==> src/rtl/board_pkg.sv <==
// Shared constants and types for the board link: packet geometry, cell
// encodings and the link controller state encoding.
package board_pkg;

    localparam int PKT_BITS  = 162;
    localparam int NUM_CELLS = 81;

    localparam logic [1:0] CELL_EMPTY = 2'b00;
    localparam logic [1:0] CELL_BLACK = 2'b01;
    localparam logic [1:0] CELL_WHITE = 2'b10;
    localparam logic [1:0] CELL_BAD   = 2'b11;

    typedef enum logic [1:0] {
        S_IDLE,
        S_RECV,
        S_CHECK,
        S_RECOVER
    } state_t;

endpackage

==> src/rtl/board_validator.sv <==
// Flags a board that contains at least one cell with the illegal 2'b11 encoding.
module board_validator
    import board_pkg::*;
(
    input  logic [PKT_BITS-1:0] board,
    output logic                illegal
);

    always_comb begin
        illegal = 1'b0;
        for (int i = 0; i < NUM_CELLS; i++) begin
            illegal = illegal | (board[2*i+1] & board[2*i]);
        end
    end

endmodule

==> src/rtl/board_link_ctrl.sv <==
// Frames receiver packets, debounces valid boards across consecutive packets,
// hands committed boards to the consumer and recovers a stalled receiver link.
module board_link_ctrl
    import board_pkg::*;
#(
    parameter int STABLE_CNT  = 3,
    parameter int TIMEOUT_CYC = 65_000_000,
    parameter int MAX_PKT_CYC = 1_200_000
) (
    input  logic                clk_in,
    input  logic                rst_n_in,
    input  logic                rx_ready,
    input  logic [PKT_BITS-1:0] rx_data,
    output logic                rx_rst_out,
    output logic [PKT_BITS-1:0] board_out,
    output logic                board_valid,
    input  logic                board_ready,
    output logic                link_lost,
    output logic [15:0]         pkt_count,
    output logic [15:0]         drop_count
);

    localparam int IDLE_W = $clog2(TIMEOUT_CYC + 1);
    localparam int PKT_W  = $clog2(MAX_PKT_CYC + 1);
    localparam int RUN_W  = $clog2(STABLE_CNT + 1);

    localparam logic [IDLE_W-1:0] IDLE_LAST  = IDLE_W'(TIMEOUT_CYC - 1);
    localparam logic [PKT_W-1:0]  PKT_LAST   = PKT_W'(MAX_PKT_CYC - 1);
    localparam logic [RUN_W-1:0]  RUN_STABLE = RUN_W'(STABLE_CNT);

    state_t              state, state_nxt;
    logic                rx_ready_q;
    logic [PKT_BITS-1:0] cap_reg, cand_reg, shadow_reg, emitted_reg;
    logic [RUN_W-1:0]    run_cnt, run_nxt;
    logic [IDLE_W-1:0]   idle_timer;
    logic [PKT_W-1:0]    pkt_timer;
    logic                commit_q;
    logic                cap_illegal, cap_same, commit_now;
    logic                rx_fall, rx_rise;
    logic                do_capture, do_check, do_stuck, do_timeout;

    assign rx_fall = rx_ready_q & ~rx_ready;
    assign rx_rise = rx_ready & ~rx_ready_q;

    board_validator u_validator (
        .board   (cap_reg),
        .illegal (cap_illegal)
    );

    always_ff @(posedge clk_in or negedge rst_n_in) begin
        if (!rst_n_in) state <= S_IDLE;
        else           state <= state_nxt;
    end

    always_comb begin
        state_nxt  = state;
        do_capture = 1'b0;
        do_check   = 1'b0;
        do_stuck   = 1'b0;
        do_timeout = 1'b0;
        rx_rst_out = 1'b0;
        case (state)
            S_IDLE: begin
                if (rx_fall) begin
                    state_nxt = S_RECV;
                end else if (idle_timer == IDLE_LAST) begin
                    do_timeout = 1'b1;
                    state_nxt  = S_RECOVER;
                end
            end
            S_RECV: begin
                if (rx_rise) begin
                    do_capture = 1'b1;
                    state_nxt  = S_CHECK;
                end else if (pkt_timer == PKT_LAST) begin
                    do_stuck  = 1'b1;
                    state_nxt = S_RECOVER;
                end
            end
            S_CHECK: begin
                do_check  = 1'b1;
                state_nxt = S_IDLE;
            end
            S_RECOVER: begin
                rx_rst_out = 1'b1;
                state_nxt  = S_IDLE;
            end
            default: state_nxt = S_IDLE;
        endcase
    end

    // A commit is the step into STABLE_CNT, either by extending a run or by
    // starting a new one when STABLE_CNT is 1.
    assign cap_same = (cap_reg == cand_reg);

    always_comb begin
        run_nxt = run_cnt;
        if (cap_illegal)                run_nxt = '0;
        else if (!cap_same)             run_nxt = RUN_W'(1);
        else if (run_cnt != RUN_STABLE) run_nxt = run_cnt + RUN_W'(1);
    end

    assign commit_now = do_check & ~cap_illegal & (run_nxt == RUN_STABLE) &
                        (~cap_same | (run_cnt != RUN_STABLE));

    always_ff @(posedge clk_in or negedge rst_n_in) begin
        if (!rst_n_in) begin
            rx_ready_q  <= 1'b1;
            cap_reg     <= '0;
            cand_reg    <= '0;
            shadow_reg  <= '0;
            emitted_reg <= '0;
            run_cnt     <= '0;
            idle_timer  <= '0;
            pkt_timer   <= '0;
            commit_q    <= 1'b0;
            link_lost   <= 1'b0;
            pkt_count   <= '0;
            drop_count  <= '0;
            board_out   <= '0;
            board_valid <= 1'b0;
        end else begin
            rx_ready_q <= rx_ready;
            commit_q   <= commit_now;

            if (state == S_RECV) pkt_timer <= pkt_timer + PKT_W'(1);
            else                 pkt_timer <= '0;

            if (do_capture || state == S_RECOVER) idle_timer <= '0;
            else                                  idle_timer <= idle_timer + IDLE_W'(1);

            if (do_capture) begin
                cap_reg <= rx_data;
                if (pkt_count != 16'hFFFF) pkt_count <= pkt_count + 16'd1;
            end

            if (do_timeout) link_lost <= 1'b1;

            if (do_stuck) begin
                run_cnt <= '0;
                if (drop_count != 16'hFFFF) drop_count <= drop_count + 16'd1;
            end

            if (do_check) begin
                run_cnt <= run_nxt;
                if (cap_illegal) begin
                    if (drop_count != 16'hFFFF) drop_count <= drop_count + 16'd1;
                end else begin
                    link_lost <= 1'b0;
                    if (!cap_same) cand_reg <= cap_reg;
                end
            end

            if (commit_q) shadow_reg <= cand_reg;

            // Output slot: board_out is frozen until the consumer takes it.
            if (board_valid) begin
                if (board_ready) board_valid <= 1'b0;
            end else if (shadow_reg != emitted_reg) begin
                board_out   <= shadow_reg;
                emitted_reg <= shadow_reg;
                board_valid <= 1'b1;
            end
        end
    end

endmodule

==> config.mk <==
export PLATFORM = sky130hd
export DESIGN_NAME = board_link_ctrl
export DESIGN_NICKNAME = d
export VERILOG_FILES = /design/src/rtl/board_pkg.sv /design/src/rtl/board_validator.sv /design/src/rtl/board_link_ctrl.sv
export SDC_FILE = /design/constraint.sdc
export NUM_CORES = 1
export LEC_CHECK = 0
export ABC_AREA = 1
export BUFFER_PORTS_ARGS = -buffer_cell sky130_fd_sc_hd__clkbuf_2
export CAP_MARGIN = 20
export CELL_PAD_IN_SITES_DETAIL_PLACEMENT = 0
export CELL_PAD_IN_SITES_GLOBAL_PLACEMENT = 1
export CORE_MARGIN = 2
export CORE_UTILIZATION = 40
export DETAILED_ROUTE_END_ITERATION = 7
export HOLD_SLACK_MARGIN = 0.02
export PLACE_DENSITY_LB_ADDON = 0.25
export SYNTH_ARGS = -nofsm -noshare
export SYNTH_HDL_FRONTEND = slang
export SYNTH_SLANG_ARGS = --single-unit
==> constraint.sdc <==
create_clock -name clk_in -period 3.42 [get_ports clk_in]
set_input_delay 0.342 -clock clk_in [delete_from_list [all_inputs] [get_ports clk_in]]
set_output_delay 0.342 -clock clk_in [all_outputs]
set_load 0.02 [all_outputs]
==> results of run 1 <==
==> layout by cell type (no fill, tap or decap), types with 3 or more instances in the layout <==
| cell type | n |
|---|---|
| nand4_1 | 35 |
| xor2_1 | 56 |
| nand3b_1 | 4 |
| mux2_2 | 105 |
| nand2_1 | 1697 |
| a21oi_1 | 57 |
| xnor2_1 | 221 |
| clkbuf_16 | 85 |
| clkbuf_1 | 17 |
| a31oi_1 | 3 |
| inv_6 | 5 |
| clkinv_1 | 7 |
| clkinvlp_4 | 3 |
| or2_2 | 4 |
| clkbuf_8 | 20 |
| dlygate4sd3_1 | 160 |
| inv_2 | 5 |
| nor2_1 | 291 |
| o21ai_0 | 105 |
| buf_12 | 24 |
| clkbuf_2 | 361 |
| inv_1 | 223 |
| nor4_1 | 7 |
| dfrtp_1 | 733 |
| buf_4 | 25 |
| clkinv_2 | 23 |
| nand3_1 | 376 |
| nor3_1 | 24 |
| o21ai_1 | 5 |
| ha_1 | 4 |
==> critical path, delay by kind of cell (launching register included) <==
kind	cells	cell delay (ns)
simple gates	11	1.87
buf+inv	2	0.48
flops	1	0.41
==> logic make-up after synthesis <==
| logic type | count (synthesis) | share of synthesized area, % |
|---|---|---|
| mux | 105 | 3.42 |
| fa+ha+maj | 4 | 0.145 |
| compound gates | 175 | 2.59 |
| xor+xnor | 277 | 7.02 |
| simple gates | 2452 | 28.6 |
| buf+inv | 410 | 5.02 |
| flops | 735 | 53.2 |
==> power by group <==
group          switching (mW)  internal, mW
Combinational            3.10          1.92
Sequential               1.41          9.83
Clock                    3.76          5.09
Total                    8.28          16.8
==> synthesized netlist by cell type <==
cell          n  area, µm²
nand2_4       2       22.5
a31oi_1       3       18.8
nand2_1    1697       6370
buf_1        17       63.8
buf_4        11       82.6
nor3b_1       1       7.51
or2_1         2       12.5
or2_2         4       25.0
inv_1       224        841
clkbuf_1     66        248
a211oi_1      1       7.51
nand3b_1      4       30.0
dfstp_2       1       26.3
nor3_1       24        120
nor4_1        7       43.8
nand4_1      35        219
buf_2        69        345
a41oi_1       1       8.76
o21a_1        1       7.51
nor3_2        2       20.0
nand3_1     378       1890
buf_6         9        101
o21ai_1       5       25.0
dfrtp_1     734      18400
a221oi_1      1       8.76
clkinv_1      7       26.3
nor2_4        1       11.3
ha_1          4       50.1
xor2_1       56        490
and3_1        1       6.26
a21oi_1      57        285
mux2_2      105       1180
o21ai_0     105        526
xnor2_1     221       1940
nor2_1      292       1100
nor2_2        2       12.5
a2bb2oi_1     1       8.76
inv_2         7       26.3
==> layout make-up <==
type,instances,area [µm²]
timing repair buffer,571,4090
inverter,238,906
clock inverter,32,226
multi-input combinational,3013,14500
fill,8383,43400
sequential,735,18400
clock buffer,122,2470
tap,1144,1430
==> layer usage <==
metal	share of wire, %	global-route usage [%]	wire, µm
met1	45	32.9	47800
met2	46	38.1	49200
met3	4.6	3.64	4920
met4	3.9	8.60	4100
met5	0.010	0	11
==> metrics by stage <==
step	total power, mW	setup WS, ns	area, µm²	util (%)	instances
4_1_cts	25.4	0.451	42000	49.2	5855
6_report	25.1	0.492	42000	49.2	5855
3_5_place_dp	16.3	0.472	37700	44.2	5541
2_1_floorplan	14.3	1.47	34600	-	4158
5_1_grt	26.6	0.218	42000	49.2	5855
3_3_place_gp	16.3	0.481	37700	44.2	5541
==> worst max-delay path by stage <==
stage | startpoint | to
floorplan | drop_count[0] | drop_count[0]
global placement | cap_reg[133] | cand_reg[130]
detailed placement | cap_reg[132] | cand_reg[93]
CTS | cap_reg[132] | cand_reg[56]
global route | emitted_reg[88] | emitted_reg[59]
finish | cap_reg[133] | cand_reg[93]
==> timing repair <==
action,CTS,global route
hold buffers,160,0
endpoints found under the hold margin,218,0
endpoints found under the setup margin,0,0
==> flow_summary.yaml, run 1 <==
outcome:
  status: "finished clean"
yosys:
  synthCells: 4158
  yosysSeqAreaShare_pct: 53.2
  ys_types: 38
  syn-num-nets: 4328
  ys_seq_elements: 735
  syn_area_mm2: 0.0346
  yosysWarningCount: 0
  syn_area_per_cell_um2: 8.31
final_layout:
  final_nets: 4812
  syn_to_final_growth_pct: 21.5
  antenna_cells: 0
  drive_gt1_share_pct: 14.4
sta:
  period_needed_ns: 2.93
  setup_viol: 0
  max_freq_mhz: 342
  finalSetupTns_ns: 0
  rsz0062_at_grt: "false"
  drv_slew: 0
  fin_hold_ws_ns: 0.0344
  worst_clock_skew_ns: 0.0219
  tightest_slew_ns: 0.886
  hold_violations: 0
  period_share_pct: 85.6
  relSlewSlack_pct: 40.7
worst_hold_path:
  hold_end: "cap_reg[59]"
  hp-class: "input port to register"
  holdCritStartpoint: "rx_data[59]"
  holdPathStages: 3
worst_setup_path:
  start_kind: "register"
  crit_top_cell: "nand2_1"
  r2r_end: "cand_reg[93]"
  r2r_start: "cap_reg[133]"
  crit_fanout: 50
  cp-end-kind: "register"
  required_ns: 3.94
  crit_arrival_ns: 3.45
  crit_type: "register to register"
  r2r_cells: 13
  cpPeakStageDelay_ns: 0.41
  cp_cell_sequence: "nand2_1 -> nand2_1 -> nor2_1 -> nand2_1 -> nor2_1 -> nand2_1 -> nor2_1 -> nand3_1 -> inv_6 -> nand2_8 -> buf_12 -> nand2_1 -> nand2_1"
  critPathSlowestCell: "dfrtp_1"
  r2r_setup_slack_ns: 0.49
placement:
  place_congestion: 0.823
  port_buffers: 362
  dp.final_hpwl_mm: 72.9
clocking:
  cts-root-buf: "clkbuf_16"
  cts_tree: "done"
  clk_path_buf_depth: 3
  htreeDepth: 3
  post_cts_buffers: 0
  ctsResizeCount: 0
  clkTransAtPathRegs_ns: 0.06
  cts_buffers: 83
  clk_latency_ns: 0.63
  clock-sinks: 735
global_routing:
  antenna_found_initial: 1
  first_global_vias: 27500
  grt_pass1_wl_mm: 165
  grt_start_max_net_pins: 163
  grt-ovfl-total: 0
  track_usage_pct: 23.8
flow_run:
  cap_violations: 0
route:
  routedWlPerCell_um: 18.1
  drt_pass1_iterations: 7
  drt_iter0_markers: 1936
  ant_nets: 0
  wl_mm: 106
  drt_drc_violations_left: 0
  vias_per_cell: 4.84
  vias: 28400
floorplan:
  die_area_mm2: 0.0888
  fp.dieW_um: 298
  fp.dieH_um: 298
  num_rows: 107
  num_io_pins: 363
  core_mm2: 0.0854
  start_util_pct: 40.5
power_and_ir_drop:
  power_density_mw_per_mm2: 598
  max-vdd-ir-drop_uv: 385
  p_leak_nw: 22.2
No activity file was read; power rests on OpenSTA's default activity.
==> run 2: changes to the inputs <==
- CORE_UTILIZATION: 40 -> 48
==> flow_summary.yaml, run 2 (synthesis gave the netlist of run 1 again) <==
route:
  dr_wl_met3_mm: 5.02
  vias: 28700
  drt_iter0_markers: 2227
  drt_drc_violations_left: 0
  top_layer: "met5"
  routedWlPerCell_um: 18.1
  wl_mm: 102
  ant_nets: 0
  wl_met2_mm: 48.9
  met1Wirelength_mm: 45.8
  vias_per_cell: 5.07
  drt_pass1_iterations: 5
clocking:
  clk_latency_ns: 0.63
  post_cts_buffers: 0
  ctsResizeCount: 0
  cts-root-buf: "clkbuf_16"
  clkTransAtPathRegs_ns: 0.06
  clock-sinks: 735
  clk_path_buf_depth: 3
  cts_buffers: 81
  cts_tree: "done"
  htreeDepth: 3
worst_setup_path:
  crit_type: "register to register"
  crit_top_cell: "nand2_1"
  cp-end-kind: "register"
  r2r_start: "cap_reg[85]"
  r2r_setup_slack_ns: 0.29
  r2r_end: "cand_reg[94]"
  start_kind: "register"
  required_ns: 3.92
  worst_path_dominant_cell_family: "simple AND/OR/NAND/NOR gates"
  crit_arrival_ns: 3.63
  cp_num_buf_inv: 2
  crit_fanout: 130
  cp_cell_sequence: "nand2_1 -> nand4_1 -> nand3b_1 -> nor2_1 -> nand3_1 -> inv_6 -> nand2_8 -> buf_12 -> nand2_1 -> nand2_1"
  cp-startpoint: "cap_reg[85]"
  critPathSlowestCell: "dfrtp_1"
  cpPeakStageDelay_ns: 0.41
  r2r_cells: 10
outcome:
  status: "finished clean"
floorplan:
  core_mm2: 0.0714
  die_area_mm2: 0.0742
  start_util_pct: 48.4
  num_io_pins: 363
  num_rows: 98
  fp.dieW_um: 272
  fp.dieH_um: 272
final_layout:
  final_core_util_pct: 58.3
  drive_gt1_share_pct: 13.9
  antenna_cells: 0
  layout_common_cells: "1,697 x nand2_1, 733 x dfrtp_1, 376 x nand3_1"
  syn_to_final_growth_pct: 20.3
  layout_commonest_cell: "nand2_1"
  final_nets: 4811
worst_hold_path:
  holdPathStages: 3
  hp-class: "input port to register"
  holdCritStartpoint: "rx_data[40]"
  hold_end: "cap_reg[40]"
global_routing:
  grt-ovfl-total: 0
  grt_pass1_wl_mm: 161
  first_global_vias: 27600
  track_usage_pct: 27.7
  antenna_found_initial: 1
  grt_start_max_net_pins: 164
sta:
  relSlewSlack_pct: 40.8
  drv_slew: 0
  period_needed_ns: 3.13
  hold_violations: 0
  period_share_pct: 91.5
  rsz0062_at_grt: "false"
  worst_clock_skew_ns: 0.0229
  finalSetupTns_ns: 0
  tightest_slew_ns: 0.888
  max_freq_mhz: 319
  setup_viol: 0
placement:
  place_congestion: 0.843
  dp.final_hpwl_mm: 68.5
  port_buffers: 362
power_and_ir_drop:
  p_leak_nw: 22.2
  finalPower_mw: 24.8
  max-vdd-ir-drop_uv: 379
  power_density_mw_per_mm2: 596
flow_run:
  cap_violations: 0
## run 2: changes by cell type in the layout (fill, tap and decap cells not counted)
cell,delta
clkinv_8,-2
dlygate4sd3_1,+2
clkinvlp_4,-3
clkbuf_1,+14
clkbuf_8,-3
buf_12,-6
bufinv_16,+1
clkinv_2,-16
inv_6,-1
buf_4,+5
## run 2: worst max path at each step
stage | endpoint | slack, ns | depth (start not counted)
6_report | cand_reg[94] | 0.29 | 10
5_1_grt | cand_reg[94] | 0.16 | 9
4_1_cts | run_cnt[0] | 0.27 | 9
3_5_place_dp | run_cnt[0] | 0.29 | 9
3_3_place_gp | run_cnt[0] | 0.30 | 9
2_1_floorplan | drop_count[0] | 1.47 | 13
## run 2: per-stage QoR
stage	hold slack [ns]	cells	cell area [µm²]	worst slack, ns
2_1_floorplan	0.0464	4158	34600	1.47
3_3_place_gp	0.425	5346	37400	0.297
3_5_place_dp	0.427	5346	37400	0.287
4_1_cts	0.0283	5652	41600	0.267
5_1_grt	0.0493	5652	41600	0.162
6_report	0.0555	5652	41600	0.289
## run 2: tightest hold or removal path, cell delays in order
cell,delay [ns]
clkbuf_2,0.14
nand2_1,0.06
o21ai_0,0.08
## run 2: repair_timing
action,4_1_cts,5_1_grt
setup endpoints to repair,0,0
hold buffers,162,0
endpoints found under the hold margin,220,0
## run 2: report_power, final
part	total [mW]	internal [mW]	switching [mW]
combinational	4.95	1.93	3.02
sequential	11.3	9.83	1.42
clock	8.61	5.08	3.53
## run 2: cell type report
| type | instances | area [µm²] |
|---|---|---|
| inverters | 238 | 906 |
| clock buffers | 133 | 2480 |
| repair buffers | 572 | 4030 |
| well taps | 950 | 1190 |
| clock inverters | 11 | 113 |
| fillers | 6573 | 29800 |
| multi-input cells | 3013 | 14500 |
| flip-flops and latches | 735 | 18400 |
## run 2: metal layers
layer / up-vias / GRT usage (%)
met5: - / 0
li1: 14000 / -
met4: 2 / 7.24
met1: 13800 / 38.7
met3: 123 / 4.27
met2: 667 / 45.2
==> run 3: changes to the inputs <==
- CORE_MARGIN: 2 -> 5
==> flow_summary.yaml, run 3 (synthesis gave the netlist of run 1 again) <==
floorplan:
  start_util_pct: 48.4
  num_io_pins: 363
  num_rows: 98
  fp.dieH_um: 278
  core_mm2: 0.0715
  fp.dieW_um: 278
  die_area_mm2: 0.0775
sta:
  finalSetupTns_ns: 0
  setup_viol: 0
  rsz0062_at_grt: "false"
  period_needed_ns: 2.78
  max_freq_mhz: 360
  period_share_pct: 81.2
  drv_slew: 0
  fin_ws_ns: 0.644
  tightest_slew_ns: 1.04
  relSlewSlack_pct: 30.6
  hold_violations: 0
  worst_clock_skew_ns: 0.0297
final_layout:
  layout_common_cells: "1,697 x nand2_1, 733 x dfrtp_1, 376 x nand3_1"
  layout_commonest_cell: "nand2_1"
  fill_cells: 6484
  final_core_util_pct: 58.5
  syn_to_final_growth_pct: 20.9
  drive_gt1_share_pct: 14.1
  fin_area_mm2: 0.0418
  final_nets: 4812
  stdcell_count: 5655
global_routing:
  first_global_vias: 28000
  grt_use_met2_pct: 43.0
  grt-ovfl-total: 0
  antenna_found_initial: 3
  grt_start_max_net_pins: 163
  grt_pass1_wl_mm: 163
  track_usage_pct: 26.2
  use_met1_pct: 36.1
  use_met3_pct: 4.45
  top_usage_layer: "met2"
worst_hold_path:
  hp-class: "input port to register"
  holdCritStartpoint: "rx_data[44]"
  holdPathStages: 3
  hold_end: "cap_reg[44]"
worst_setup_path:
  required_ns: 3.92
  r2r_start: "cap_reg[112]"
  crit_fanout: 162
  r2r_setup_slack_ns: 0.64
  crit_arrival_ns: 3.27
  start_kind: "register"
  cp-end-kind: "register"
  r2r_cells: 11
  r2r_end: "cand_reg[59]"
  crit_type: "register to register"
power_and_ir_drop:
  comb_power_share_pct: 20.0
  switching_share_pct: 32.1
  pwr-share-seq_pct: 45.0
  p_switching_mw: 8.06
  power.internal_mw: 17.0
  power_density_mw_per_mm2: 600
  p_leak_nw: 22.2
  max-vdd-ir-drop_uv: 550
  clkPwrFrac_pct: 35.0
route:
  routedWlPerCell_um: 18.2
  drt_iter0_markers: 2101
  wl_mm: 103
  ant_nets: 0
  drt_drc_violations_left: 0
  vias: 28500
  vias_per_cell: 5.04
  drt_pass1_iterations: 5
outcome:
  status: "finished clean"
placement:
  dp.final_hpwl_mm: 69.0
  placedCellCount: 5347
  place_congestion: 0.845
  pre_cts_slack_ns: 0.619
  port_buffers: 362
  place_area_mm2: 0.0375
clocking:
  cts-root-buf: "clkbuf_16"
  htreeDepth: 3
  cts_tree: "done"
  ctsResizeCount: 0
  cts_buffers: 80
  clk_path_buf_depth: 3
  post_cts_buffers: 0
  clk_latency_ns: 0.63
  clkTransAtPathRegs_ns: 0.06
  clock-sinks: 735
  ctsHoldBuffers: 163
flow_run:
  cap_violations: 0
==> run 3: cell types whose count changed in the layout (fill, tap and decap cells not counted), sizes merged <==
cell and delta:
clkinv +3, diode +1, dlygate4sd3 +1, buf +1, clkbuf -3
==> run 3: area by class of cell <==
type                            count  area [µm²]  area share [%]
Sequential cell                   735       18400            44.0
Multi-Input combinational cell   3013       14500            34.7
Timing Repair Buffer              574        4120            9.86
Clock buffer                      130        2560            6.12
Tap cell                          950        1190            2.84
Inverter                          238         906            2.17
Clock inverter                     14         128           0.305
Antenna cell                        1        2.50         0.00599
==> run 3: critical path, stage by stage, from the launching register on <==
cell     delay [ns]
dfrtp_1        0.42
xnor2_1        0.18
nand2_1        0.08
nor2_1         0.12
nand2_1        0.10
nor2_1         0.23
nand2_1        0.10
nor2_1         0.35
nand3_4        0.17
buf_12         0.26
nand3_1        0.27
nand2_1        0.07
==> run 3: layer usage <==
metal / up-vias / share of wire (%)
met5: - / 0.026
met4: 4 / 3.0
met2: 696 / 48
met1: 13600 / 44
li1: 14000 / -
met3: 165 / 5.4
==> run 3: worst max path at each step <==
stage / startpoint / endpoint / slack (ns) / cells past startpoint
finish: cap_reg[112] / cand_reg[59] / 0.64 / 11
floorplan: drop_count[0] / drop_count[0] / 1.47 / 13
detailed placement: cap_reg[85] / cand_reg[109] / 0.62 / 10
global route: cap_reg[85] / cand_reg[89] / 0.46 / 10
global placement: cap_reg[85] / cand_reg[100] / 0.66 / 10
CTS: cap_reg[85] / cand_reg[109] / 0.61 / 10
==> run 3: power groups by stage <==
stage	combinational (mW)	sequential [mW]	clock (mW)
2_1_floorplan	3.16	11.1	0
3_5_place_dp	4.90	11.4	0
6_report	5.01	11.3	8.79
3_3_place_gp	4.82	11.4	0
4_1_cts	5.08	11.3	8.97
5_1_grt	5.70	11.5	9.33
==> run 3: per-stage QoR <==
| stage | total power [mW] | hold slack (ns) |
|---|---|---|
| after global placement | 16.2 | 0.435 |
| after detailed placement | 16.3 | 0.431 |
| after CTS | 25.3 | 0.0224 |
| final | 25.1 | 0.0759 |
| after floorplan | 14.3 | 0.0464 |
| after global routing | 26.5 | 0.0459 |
